File: src/rtl/interval_timer_ctrl.sv
// interval_timer_ctrl: start/stop, one-shot or periodic timer around a wrap-around counter (ports: CLK, ASYNCRESET, start handshake, cfg_*, stop -> O, COUT, busy, done, wrap_cnt)
module interval_timer_ctrl #(
  parameter int WIDTH = 4,
  parameter int PRESCALE_WIDTH = 4
) (
  input  logic                      CLK,
  input  logic                      ASYNCRESET,
  input  logic                      start_valid,
  output logic                      start_ready,
  input  logic [WIDTH-1:0]          cfg_period,
  input  logic [PRESCALE_WIDTH-1:0] cfg_prescale,
  input  logic                      cfg_oneshot,
  input  logic                      stop,
  output logic [WIDTH-1:0]          O,
  output logic                      COUT,
  output logic                      busy,
  output logic                      done,
  output logic [7:0]                wrap_cnt
);
  typedef enum logic [1:0] {IDLE, ARM, RUN, DONE} state_t;
  state_t                    r_state;
  logic [WIDTH-1:0]          r_period;
  logic [PRESCALE_WIDTH-1:0] r_prescale;
  logic [PRESCALE_WIDTH-1:0] r_presc_cnt;
  logic                      r_oneshot;
  logic                      w_tick;
  logic                      w_wrap;
  assign w_tick      = r_presc_cnt == r_prescale;
  assign w_wrap      = w_tick && O == r_period;
  assign start_ready = r_state == IDLE && !ASYNCRESET;
  always_ff @(posedge CLK or posedge ASYNCRESET) begin
    if (ASYNCRESET) begin
      r_state     <= IDLE;
      r_period    <= '0;
      r_prescale  <= '0;
      r_presc_cnt <= '0;
      r_oneshot   <= 1'b0;
      O           <= '0;
      COUT        <= 1'b0;
      busy        <= 1'b0;
      done        <= 1'b0;
      wrap_cnt    <= '0;
    end else begin
      COUT <= 1'b0;
      done <= 1'b0;
      case (r_state)
        IDLE: if (start_valid) begin
          r_period   <= cfg_period;
          r_prescale <= cfg_prescale;
          r_oneshot  <= cfg_oneshot;
          r_state    <= ARM;
          busy       <= 1'b1;
        end
        ARM: begin
          O           <= '0;
          r_presc_cnt <= '0;
          wrap_cnt    <= '0;
          r_state     <= stop ? DONE : RUN;
          busy        <= !stop;
          done        <= stop;
        end
        RUN: if (stop) begin
          r_state <= DONE;
          busy    <= 1'b0;
          done    <= 1'b1;
        end else begin
          r_presc_cnt <= w_tick ? '0 : r_presc_cnt + PRESCALE_WIDTH'(1);
          if (w_wrap) begin
            O        <= '0;
            COUT     <= 1'b1;
            wrap_cnt <= (wrap_cnt == 8'hff) ? wrap_cnt : wrap_cnt + 8'd1;
            if (r_oneshot) begin
              r_state <= DONE;
              busy    <= 1'b0;
              done    <= 1'b1;
            end
          end else if (w_tick) O <= O + WIDTH'(1);
        end
        DONE: r_state <= IDLE;
        default: r_state <= IDLE;
      endcase
    end
  end
endmodule

File: config.mk
export PLATFORM = sky130hd
export DESIGN_NAME = interval_timer_ctrl
export DESIGN_NICKNAME = d
export VERILOG_FILES = /design/src/rtl/interval_timer_ctrl.sv
export SDC_FILE = /design/constraint.sdc
export NUM_CORES = 1
export LEC_CHECK = 0
export ABC_AREA = 1
export BUFFER_PORTS_ARGS = -buffer_cell sky130_fd_sc_hd__buf_4
export CORE_MARGIN = 2
export CORE_UTILIZATION = 55
export CTS_CLUSTER_SIZE = 25
export DETAILED_ROUTE_END_ITERATION = 6
export PLACE_DENSITY = 0.81
export SYNTH_ARGS = -nofsm -noshare
export SYNTH_HDL_FRONTEND = slang
export SYNTH_SLANG_ARGS = --single-unit
File: constraint.sdc
create_clock -name CLK -period 2.5 [get_ports CLK]
set_clock_uncertainty 0.05 [all_clocks]
set_input_delay 0.125 -clock CLK [delete_from_list [all_inputs] [get_ports CLK]]
set_output_delay 0.125 -clock CLK [all_outputs]
set_load 0.01 [all_outputs]
==> results.md <==
- Outcome: complete, no violations
- CP cell instances: inv_1, ha_1, inv_2, nor2_4, inv_1, nand2_1, nand3_4, nand2_1, o21ai_2
- Clk buf depth: 2
- HP Class: in2reg
- Tcrit/Tclk final: 0.718
- WHS Endpoint: r_presc_cnt[1]
- Buffers on Ports: 28
- Initial antenna violation count: 0
- Internal power: 1.24 mW
- CORE AREA: around 3000 um2
- Gr usage total: 0.216
- Max Freq: roughly 0.56 GHz
- Worst Min Path Start: stop
- Depth of the CTS H-tree: 2
- Drt drc: 0
- CTS clk-pin slew, worst paths: 100 ps
- End of the worst register-to-register path: wrap_cnt[4]
- Die outline area: 3550 um2
- Fin nets: 260
- Via density: between 5 and 6
- Antenna viol nets, final: 0
- Synth Cell Area: ~1700 um2
- Worst Tran Pin Value: 466 ps
- Synth Instances: 195
- Clk root buf: clkbuf_4
- Syn_area_per_cell: 8.71 um2
- Max rail drop VDD: between 600 and 700 uV
- Largest net degree at the start of global routing: 31
- Slowest CP cell: dfrtp_1
- Min cycle time layout: around 1800 ps
- Die Y: just under 60 um
- GP Congestion: 0.841
- DRT Wirelength: 3410 um
- Flop pwr share: 0.369
- CP endpoint kind: register
- Worst hold stages: 4
- Post-Syn Nets: 216
- First-pass GRT wire length: roughly 5600 um
- Synth top area share: 0.442
- Number of global-route vias before repair: 1318
- R2r setup slk: ~710 ps
- Hold buffer count at cts: 10
- Final Hold Fails: 0
- Max Cap Viol: 0
- CP max stage delay: 420 ps
- Switch Pwr: 0.860 mW
- Max_slew headroom: 0.689
- Post-DP HPWL: 2400 um
- Final slew viol count: 0
- Vias: 1410
- Endpoints failing setup: 0
- Post_cts resized: 0
- WP data arrival: 1970 ps
- Reg2Reg Depth: 9
- Area grow syn2layout: 24.9%
- Chip width: 59.6 um
- DR iter-0 viols: 52
- Worst Path Required: 2680 ps
- Crit start category: register
- Synth area leader: dfrtp_1
- Fill cells: ~230
- Yosys reg bits: 30
- Clock power share: 0.180
- Row count: 20
- Total gr overflow: 0
- Main area contributors after synthesis: dfrtp_1, nand2_1, ha_1
- Critical path type: reg2reg
- Commonest non-fill, non-tap cell in the layout: nand2_1
- Sw Share: 0.409
- Yosys cell types: 29
- Clock buffer count from CTS: 5
- DR pass1 iterations: 4
- Setup TNS: 0 ps
- CP Max Fanout: 16
- Pwr dens: 990 nW/um2
- Comb pwr share: 0.451
- Final Power: 2.10 mW
- Post-CTS setup buffer count: 0
- YS warnings: 0
- Inserted Diodes: 0
- Unrepaired setup endpoints after global routing: false
- Fraction of layout cells with a size suffix above 1: 0.250
- Post-synthesis sequential area ratio: 0.442
- Worst r2r src: r_state[0]
- I/O pin cnt: 29
- Starting Density: 0.565
- Avg WL per Cell: 12.5 um
- Leading cell types in the layout, fill and taps excluded: nand2_1, dfrtp_1, buf_4
- CTS tree: yes
- Worst skew pair latency: 340 ps
- Clock Sinks: 30
- Leak: 1.04 nW
==> metal layers <==
metal  vias to the layer above  part of all wire  track usage
met1                       653              0.47        0.277
met4                         0             0.014       0.0794
met5                         -                 0            0
li1                        722                 -            -
met3                         7             0.045       0.0786
met2                        28              0.47        0.334
==> power by group through the flow <==
stage | Combinational [mW] | Sequential [mW] | Clock (mW)
2_1_floorplan | 0.703 | 0.774 | 0
3_3_place_gp | 0.912 | 0.777 | 0
3_5_place_dp | 0.934 | 0.782 | 0
4_1_cts | 0.955 | 0.774 | 0.381
5_1_grt | 1.08 | 0.796 | 0.416
6_report | 0.946 | 0.775 | 0.378
==> worst max-delay path, delay by kind of cell, from the launching register on <==
kind,cells,cell delay [ps]
simple gates,4,620
flops,1,420
buf+inv,3,320
fa+ha+maj,1,200
compound gates,1,60
==> sequential cells by signal, indices dropped and copies added (netlist names) <==
| name | cells |
|---|---|
| r_presc_cnt | 4 |
| wrap_cnt | 8 |
| r_period | 4 |
| COUT | 1 |
| O | 4 |
| r_prescale | 4 |
| done | 1 |
| busy | 1 |
| r_oneshot | 1 |
| r_state | 2 |
==> final cells by class <==
type / instances / area, um2 / share of cell area
multi-input combinational: 142 / 853 / 0.402
sequential: 30 / 751 / 0.354
timing repair buffer: 40 / 325 / 0.153
inverter: 20 / 75.1 / 0.0354
clock buffer: 7 / 45.0 / 0.0212
tap: 33 / 41.3 / 0.0195
clock inverter: 1 / 30.0 / 0.0142
==> worst max-delay path by stage <==
stage	startpoint	end	slack, ps	depth (start not counted)
3_5_place_dp	r_state[0]	wrap_cnt[4]	710	9
6_report	r_state[0]	wrap_cnt[4]	710	9
4_1_cts	r_state[0]	wrap_cnt[4]	700	9
2_1_floorplan	r_state[0]	wrap_cnt[1]	790	10
3_3_place_gp	r_state[0]	wrap_cnt[3]	800	9
5_1_grt	wrap_cnt[0]	wrap_cnt[6]	540	9
==> Yosys cell counts (all sizes together) <==
cell type and n:
nand4 3, o21bai 2, o21ai 16, inv 20, ha 8, xnor2 6, nand3 14, o22ai 1
a31oi 1, a211oi 1, nor3b 1, dfrtp 30, nand2 49, clkbuf 1, mux2 5, or2 2
a21oi 9, nor2 19, buf 2, xor2 2, nand3b 3
==> logic make-up (layout without fill, tap and decap cells) <==
group	Yosys count	after routing	synth area share
mux	5	5	0.0332
xor+xnor	8	8	0.0413
compound gates	30	30	0.112
buf+inv	23	68	0.0553
simple gates	91	91	0.257
flops	30	30	0.442
fa+ha+maj	8	8	0.0590
==> per-stage QoR <==
step	hold WS (ps)	area, um2	std cells	utilization	setup WS [ps]
after floorplan	166	1700	195	-	790
after global placement	188	1950	255	0.648	803
after detailed placement	196	1950	255	0.648	714
after CTS	34.6	2120	273	0.706	699
after global routing	31.6	2120	273	0.706	538
final	37.3	2120	273	0.706	705
Power figures use the tool's default switching activity.
